$ cat config.mk
export PLATFORM = sky130hd
export DESIGN_NAME = onehot_encoder
export DESIGN_NICKNAME = d
export VERILOG_FILES = /design/src/rtl/onehot_encoder.sv
export SDC_FILE = /design/constraint.sdc
export NUM_CORES = 1
export LEC_CHECK = 0
export CELL_PAD_IN_SITES_DETAIL_PLACEMENT = 0
export CELL_PAD_IN_SITES_GLOBAL_PLACEMENT = 2
export CORE_MARGIN = 4
export CORE_UTILIZATION = 32
export DETAILED_ROUTE_END_ITERATION = 10
export PLACE_DENSITY = 0.82
export SLEW_MARGIN = 30
export SYNTH_ARGS = -nofsm -noshare
export SYNTH_HDL_FRONTEND = slang
export SYNTH_SLANG_ARGS = --single-unit
$ cat constraint.sdc
create_clock -name clk -period 5.2 [get_ports clk]
set_clock_uncertainty 0.2 [all_clocks]
set_input_delay 1.04 -clock clk [delete_from_list [all_inputs] [get_ports clk]]
set_output_delay 1.04 -clock clk [all_outputs]
set_load 0.02 [all_outputs]
$ cat src/rtl/onehot_encoder.sv
// Purpose : registered one-hot to binary encoder (LSB priority) with error flag and saturating error count.
// Latency : 2 cycles; a word accepted at edge k is presented after edge k+1 if S2 is free.
// Backpr. : absorbs at most 2 words while out_ready is low; in_ready = !s1_v || !s2_v || out_ready.
//
// Ports:
//   clk, rst_n           rising-edge clock, asynchronous active-low reset
//   in_valid/in_ready    input handshake; in_lines carries the 2^N line word
//   out_valid/out_ready  output handshake; out_code/out_err carry the result
//   err_cnt              count of error results handed to the consumer, saturating
module onehot_encoder #(
    parameter int N     = 2,
    parameter int CNT_W = 8
) (
    input  logic                clk,
    input  logic                rst_n,
    input  logic                in_valid,
    output logic                in_ready,
    input  logic [(1<<N)-1:0]   in_lines,
    output logic                out_valid,
    input  logic                out_ready,
    output logic [N-1:0]        out_code,
    output logic                out_err,
    output logic [CNT_W-1:0]    err_cnt
);
    localparam int W = 1 << N;

    // Stage 1: raw line word
    logic               s1_v_q,     s1_v_d;
    logic [W-1:0]       s1_lines_q, s1_lines_d;
    // Stage 2: encoded result
    logic               s2_v_q,     s2_v_d;
    logic [N-1:0]       code_q,     code_d;
    logic               err_q,      err_d;
    // Error counter
    logic [CNT_W-1:0]   cnt_q,      cnt_d;

    logic               in_xfer;
    logic               out_xfer;
    logic               s2_load;
    logic [N-1:0]       enc_code;
    logic [N:0]         enc_pop;
    logic               enc_err;

    // Encoder on the S1 word. Scanning from the top down lets the lowest set
    // bit overwrite any higher one, giving LSB priority; an all-zero word
    // leaves the code at 0. Popcount needs N+1 bits to hold W.
    always_comb begin
        enc_code = '0;
        enc_pop  = '0;
        for (int i = W - 1; i >= 0; i--) begin
            if (s1_lines_q[i]) begin
                enc_code = N'(i);
            end
        end
        for (int i = 0; i < W; i++) begin
            enc_pop = enc_pop + (N+1)'(s1_lines_q[i]);
        end
        enc_err = (enc_pop != (N+1)'(1));
    end

    // Handshake. in_ready depends only on state and out_ready, never on
    // in_valid, so no combinational loop can form through a producer.
    always_comb begin
        in_ready = !s1_v_q || !s2_v_q || out_ready;
        in_xfer  = in_valid && in_ready;
        out_xfer = s2_v_q && out_ready;
        s2_load  = s1_v_q && (!s2_v_q || out_ready);
    end

    // Next state. A stage that hands its word on without receiving a new one
    // drops its valid; data registers otherwise hold so the outputs stay
    // deterministic while out_valid is low.
    always_comb begin
        s1_v_d     = s1_v_q;
        s1_lines_d = s1_lines_q;
        s2_v_d     = s2_v_q;
        code_d     = code_q;
        err_d      = err_q;
        cnt_d      = cnt_q;

        if (in_xfer) begin
            s1_v_d     = 1'b1;
            s1_lines_d = in_lines;
        end else if (s2_load) begin
            s1_v_d     = 1'b0;
        end

        if (s2_load) begin
            s2_v_d = 1'b1;
            code_d = enc_code;
            err_d  = enc_err;
        end else if (out_xfer) begin
            s2_v_d = 1'b0;
        end

        // Counts the departing result, even when S2 reloads in the same cycle.
        if (out_xfer && err_q && (cnt_q != '1)) begin
            cnt_d = cnt_q + CNT_W'(1);
        end
    end

    always_ff @(posedge clk or negedge rst_n) begin
        if (!rst_n) begin
            s1_v_q     <= 1'b0;
            s1_lines_q <= '0;
            s2_v_q     <= 1'b0;
            code_q     <= '0;
            err_q      <= 1'b0;
            cnt_q      <= '0;
        end else begin
            s1_v_q     <= s1_v_d;
            s1_lines_q <= s1_lines_d;
            s2_v_q     <= s2_v_d;
            code_q     <= code_d;
            err_q      <= err_d;
            cnt_q      <= cnt_d;
        end
    end

    assign out_valid = s2_v_q;
    assign out_code  = code_q;
    assign out_err   = err_q;
    assign err_cnt   = cnt_q;

endmodule

==> impl_metrics.py <==
metrics = {
    "run_status": {
        "run_status": "complete, no violations",
    },
    "critical_path": {
        "critical_path_arrival_ns": 2.34,
        "setup.worst_path.end_class": "output port",
        "critPathSlowestCell": "sky130_fd_sc_hd__clkdlybuf4s50_1",
        "cp_cell_sequence": "clkdlybuf4s50_1 > nand3b_1 > clkdlybuf4s50_1",
        "path_buf_inv": 2,
        "largest_driver_fanout_on_the_critical_path": 3,
        "critPathKind": "input port to output port",
        "worst_path_most_repeated_cell": "sky130_fd_sc_hd__clkdlybuf4s50_1",
        "timing.critical_path.from": "out_ready",
        "timing.critical_path.from_type": "input port",
        "cp_top_family": "buffers and inverters",
        "crit_required_ns": 3.96,
        "crit_path_max_cell_delay_ns": 0.62,
        "worstReg2RegStart": "s1_lines_q[0]",
    },
    "floorplan": {
        "die-width_um": 58.4,
        "floorplan.die.height_um": 58.4,
        "start_util_pct": 33.1,
        "io_pins": 21,
        "num_rows": 18,
        "core_area_sq_um": 2450,
        "dieArea_sq_um": 3410,
    },
    "global_routing": {
        "grt_remaining_overflow": 0,
        "grt_start_max_net_pins": 18,
        "antenna_violations_before_repair": 0,
        "gr-usage-all-layers_pct": 10.5,
        "grt_pass1_vias": 586,
        "grt_first_pass_wirelength_um": 2640,
    },
    "route": {
        "postRouteWirelength_um": 1470,
        "drc_violation_total_after_the_first_tritonroute_iteration": 3,
        "antenna_violating_nets_post_route": 0,
        "post_drt_via_cell_ratio": 4.61,
        "drc": 0,
        "via_count": 581,
        "route.detailed.wl_per_inst_um": 11.6,
        "drtPass1Iterations": 2,
        "dr_wl_met2_um": 657,
        "wl_met1_um": 691,
        "wl_met3_um": 67,
        "highest-signal-layer": "met4",
    },
    "cts": {
        "postCtsSetupRepairBufs": 0,
        "cts_num_sinks": 17,
        "tritoncts": "built",
        "cts_resized": 0,
        "cts_root_buf": "sky130_fd_sc_hd__clkbuf_4",
        "clock_latency_ns": 0.29,
        "clockBufferDepth": 2,
        "cts-hold-fix-buffers": 0,
        "htree_levels": 1,
        "cts_made_buffers": 3,
        "cts.clk_slew.worst_paths_ns": 0.10,
    },
    "min_path": {
        "min_path_type": "register to register",
        "worst_hold_startpoint": "out_code[1]",
    },
    "timing": {
        "final_period_minus_worst_setup_slack_ns": 3.58,
        "final-setup-viol-count": 0,
        "rsz_0062_raised_after_global_routing": "no",
        "final-max-slew-violation-count": 0,
        "max_freq_mhz": 279,
        "final_sum_of_negative_setup_slack_ns": 0,
        "worst_slew_pin_slew_ns": 0.727,
        "fin_ws_ns": 1.62,
        "finalCritPeriodShare_pct": 68.9,
        "number_of_endpoints_with_negative_hold_slack_in_the_final_report": 0,
        "headroom_to_the_max_slew_limit_pct": 51.4,
    },
    "place": {
        "hpwl_um": 1150,
        "finalWeightedCongestion": 0.737,
        "place_worst_setup_slack_ns": 1.63,
        "portbufs": 20,
    },
    "yosys": {
        "synthesis.instances": 72,
        "synth-edff-count": 0,
        "yosysSeqAreaShare_pct": 52.3,
        "ys.flop_type": "sky130_fd_sc_hd__dfrtp_1",
        "syn_avg_cell_area_sq_um": 11.3,
        "synth_warnings": 0,
        "async_reset_ff_share_pct": 100,
        "netlist_area_sq_um": 813,
        "synthesis.nets": 84,
        "synth.distinct_cells": 25,
        "count_of_state_elements_after_synthesis": 17,
    },
    "layout": {
        "final_layout_size_suffix_gt1_share_pct": 13.5,
        "fillCellCount": 243,
        "area_growth_pct": 32.6,
        "diodes": 0,
        "finish.net_count": 109,
    },
    "pwr": {
        "p_leak_nw": 0.478,
        "power_density_nw_per_um2": 419,
        "p_total_uw": 452,
        "vdd_ir_drop_max_uv": 256,
    },
    "flow_run": {
        "maxCapViolCount": 0,
    },
}
worst min-delay path: stages, from the launching register on:
cell	delay (ns)
sky130_fd_sc_hd__dfrtp_1	0.35
sky130_fd_sc_hd__nand2_1	0.04
sky130_fd_sc_hd__o21ai_0	0.06
where the power goes:
group,switching [mW],internal [mW],total [mW]
logic,0.0858,0.0932,0.179
clock network,0.0422,0.0286,0.0708
registers,0.0372,0.165,0.202
total,0.165,0.287,0.452
cells by family after synthesis:
group	share of synthesized area [%]
simple gates	16.8
fa+ha+maj	7.08
buf+inv	2.77
mux	10.0
xor+xnor	4.31
flops	52.3
compound gates	6.77
layout by cell type (no fill, tap or decap), types with 3 or more instances in the layout:
cell / count
sky130_fd_sc_hd__clkdlybuf4s50_1: 20
sky130_fd_sc_hd__dfrtp_1: 17
sky130_fd_sc_hd__nand2_1: 7
sky130_fd_sc_hd__inv_1: 6
sky130_fd_sc_hd__mux2_2: 5
sky130_fd_sc_hd__nor2_1: 4
sky130_fd_sc_hd__a21oi_1: 4
sky130_fd_sc_hd__o21ai_0: 3
sky130_fd_sc_hd__ha_1: 3
sky130_fd_sc_hd__clkbuf_4: 3
registers in the layout, indices dropped and copies added, names as in the netlist:
register / count
err_cnt: 8
out_code: 2
out_err: 1
out_valid: 1
s1_lines_q: 4
s1_v_q: 1
cells in the mapped netlist (all sizes together) (2+ instances only):
| library cell | number | area [sq um] |
|---|---|---|
| a21oi | 4 | 20.0 |
| and3 | 2 | 22.5 |
| dfrtp | 17 | 425 |
| ha | 3 | 37.5 |
| inv | 6 | 22.5 |
| mux2 | 6 | 71.3 |
| nand2 | 7 | 26.3 |
| nand2b | 2 | 12.5 |
| nand3 | 2 | 10.0 |
| nand4 | 2 | 12.5 |
| nor2 | 4 | 15.0 |
| o21ai | 4 | 20.0 |
| xnor2 | 2 | 17.5 |
| xor2 | 2 | 17.5 |
area by class of cell:
class | instances | area, sq um | area share [%]
flip-flops and latches | 17 | 425 | 39.4
multi-input cells | 49 | 365 | 33.9
clock buffers | 3 | 22.5 | 2.09
well taps | 30 | 37.5 | 3.48
inverters | 6 | 22.5 | 2.09
clock inverters | 1 | 5.00 | 0.464
repair buffers | 20 | 200 | 18.6
through the flow:
step | hold slack, ns | utilization [%] | instances | area, sq um
CTS | 0.293 | 43.9 | 126 | 1080
detailed placement | 0.269 | 42.8 | 122 | 1050
floorplan | 0.257 | - | 72 | 813
global placement | 0.261 | 42.8 | 122 | 1050
finish | 0.285 | 43.9 | 126 | 1080
global route | 0.323 | 43.9 | 126 | 1080
worst paths after layout:
path / endpoint / slack (ns) / cells past startpoint
max: in_ready / 1.62 / 3
max in group asynchronous: s1_lines_q[2] / 3.37 / 1
min reg2reg: out_code[1] / 0.29 / 2
min in group asynchronous: err_cnt[6] / 0.97 / 1
max reg2reg: out_err / 3.12 / 8
min: out_code[1] / 0.29 / 2
per-layer routing:
metal	vias to the layer above	global-route usage (%)
met3	5	3.07
met4	0	7.95
li1	294	-
met2	12	14.8
met1	270	13.5
met5	-	0
(Power assumes the default switching activity.)
==> RTL change: new RTL, same settings <==
Make the reset (`rst_n`) synchronous in one clocked block. Comments in the files are not updated.
--- a/src/rtl/onehot_encoder.sv
+++ b/src/rtl/onehot_encoder.sv
@@ -101,3 +101,3 @@
 
-    always_ff @(posedge clk or negedge rst_n) begin
+    always_ff @(posedge clk) begin
         if (!rst_n) begin
Check against the original RTL: differs if rst_n is asserted again (counterexample within 4 cycles, from zero or initial values and one cycle with rst_n low); with rst_n held inactive, the same outputs for 10 cycles.
==> RTL change against the original RTL <==
Synthesized area rose by 4.9%; hold slack improved by 0.0073 ns; via count rose by 36%; critical path depth rose by 1; final area rose by 2.8%; wire length rose by 37%; sequential cell count did not move; worst setup slack got worse by 0.31 ns; count of clock-buffer cells in the layout rose by 1; critical path type unchanged.
Power is not compared: it rests on default switching activity, and its combinational part moved more than twofold at a synthesized area within 25%.
==> RTL change: results <==
metrics = {
    "logic_synthesis": {
        "synth-seq-area-share": 0.399,
        "async_flop_share": 0,
        "synth_common_cells": "17 x dfxtp_1, 11 x a21oi_1, 11 x inv_1",
        "ys_types": 34,
        "synth_area_leaders": "dfxtp_1 40%, a21oi_1 6.5%, inv_1 4.8%, o21ai_0 4.7%, ha_1 4.4%",
        "synth.avg_cell_area_um2": 8.62,
        "synth_fp_nets": 111,
        "yosys_warnings": 0,
    },
    "grt": {
        "grt_usage": 0.119,
        "grt_pass1_wl_um": 3240,
        "grt_pass1_vias": 729,
        "antenna_found_initial": 0,
        "grt_max_degree": 14,
    },
    "finish": {
        "drive_gt1_frac": 0.0661,
        "diodes": 0,
        "syn2layout_area_growth_pct": 29.9,
        "largest_reg_flops": 8,
        "finalNetCount": 134,
        "fill_cells": 262,
    },
    "hold_path": {
        "min_path_type": "register to register",
        "hold_path_end": "out_code[0]",
        "worstHoldPathCells": 2,
        "hold_path_startpoint": "out_code[0]",
    },
    "power_and_ir_drop": {
        "power.leakage_nw": 0.414,
        "ir_drop_uv": 171,
        "p_int_w": 0.000178,
    },
    "critical_path": {
        "cpMaxStageDelayCell": "clkdlybuf4s50_1",
        "slowest_delay_ns": 0.63,
        "critPathTopFamily": "buffers and inverters",
        "r2r_slack_ns": 3.21,
        "r2r_cells": 7,
        "arrival_ns": 2.65,
        "crit_fanout": 6,
        "r2r_start": "s1_lines_q[1]",
        "r2r-end": "out_err",
    },
    "cts": {
        "clock_latency_ns": 0.29,
        "clockBufferDepth": 2,
        "cts_resized": 0,
        "root_buffer": "clkbuf_4",
        "clk_pin_slew_ns": 0.11,
        "cts_setup_buffers": 0,
        "ctsHtreeMaxLevel": 1,
        "cts_inserted_buffers": 3,
    },
    "placement": {
        "io_buffers": 20,
        "place_congestion": 0.742,
        "hpwl_um": 1470,
        "dpl-instance-area_mm2": 0.00108,
        "dpl.cell_count": 147,
    },
    "detailed_routing": {
        "drtPass1Iterations": 4,
        "ant_nets": 0,
        "wire_per_inst_um": 13.3,
        "vias_per_cell": 5.25,
        "drt_iter0_markers": 27,
        "wl_um": 2000,
    },
    "outcome": {
        "status": "complete, no violations",
    },
    "sta": {
        "worst_slew_pin_slew_ns": 0.418,
    },
}
==> RTL change: cell types whose count changed in the layout (fill, tap and decap cells not counted), moves of 5 or more <==
cell / unedited run / this run
o21ai_0: 3 / 8
mux2_2: 5 / 0
dfrtp_1: 17 / 0
inv_1: 6 / 11
a21oi_1: 4 / 11
dfxtp_1: 0 / 17
==> RTL change: layer usage <==
layer  GRT usage  part of all wire  vias up
met3      0.0414             0.046        2
met1       0.166              0.53      368
met5           0                 0        -
met2       0.176              0.41       15
met4      0.0285             0.010        0
li1            -                 -      407
==> RTL change: final cells by class <==
cell class	instances	area share
Timing Repair Buffer	20	0.181
Multi-Input combinational cell	69	0.418
Sequential cell	17	0.307
Clock buffer	4	0.0237
Inverter	11	0.0372
Tap cell	30	0.0339
==> RTL change: power groups by stage <==
| stage | Sequential, W | Combinational [W] | Clock (W) |
|---|---|---|---|
| floorplan | 0.000142 | 0.0000123 | 0 |
| global placement | 0.000141 | 0.0000271 | 0 |
| detailed placement | 0.000141 | 0.0000273 | 0 |
| CTS | 0.000138 | 0.0000276 | 0.0000755 |
| global route | 0.000139 | 0.0000307 | 0.0000789 |
| finish | 0.000138 | 0.0000273 | 0.0000721 |
==> RTL change: how the worst max path moves through the flow <==
stage,slack (ns),start,end,depth (start not counted)
2_1_floorplan,2.50,out_ready,in_ready,2
3_3_place_gp,1.33,out_ready,in_ready,4
3_5_place_dp,1.33,out_ready,in_ready,4
4_1_cts,1.31,out_ready,in_ready,4
5_1_grt,1.24,out_ready,in_ready,4
6_report,1.31,out_ready,in_ready,4
==> RTL change: cell families after synthesis <==
group,Yosys count,share of synthesized area
AND/OR/NAND/NOR,34,0.242
AO/OA/AOI/OAI,29,0.210
flip-flops,17,0.399
buffers and inverters,13,0.0586
adder cells (fa/ha/maj),4,0.0675
multiplexers,2,0.0235
==> RTL change: worst min-delay path, cell delays in order (launching register included) <==
cell and delay, ns:
dfxtp_1 0.33, o21ai_0 0.07, a21oi_1 0.06
==> RTL change: per-stage QoR <==
stage / hold WS [ns] / worst slack, ns
global route: 0.346 / 1.24
CTS: 0.300 / 1.31
detailed placement: 0.285 / 1.33
global placement: 0.262 / 1.33
finish: 0.292 / 1.31
floorplan: 0.267 / 2.50
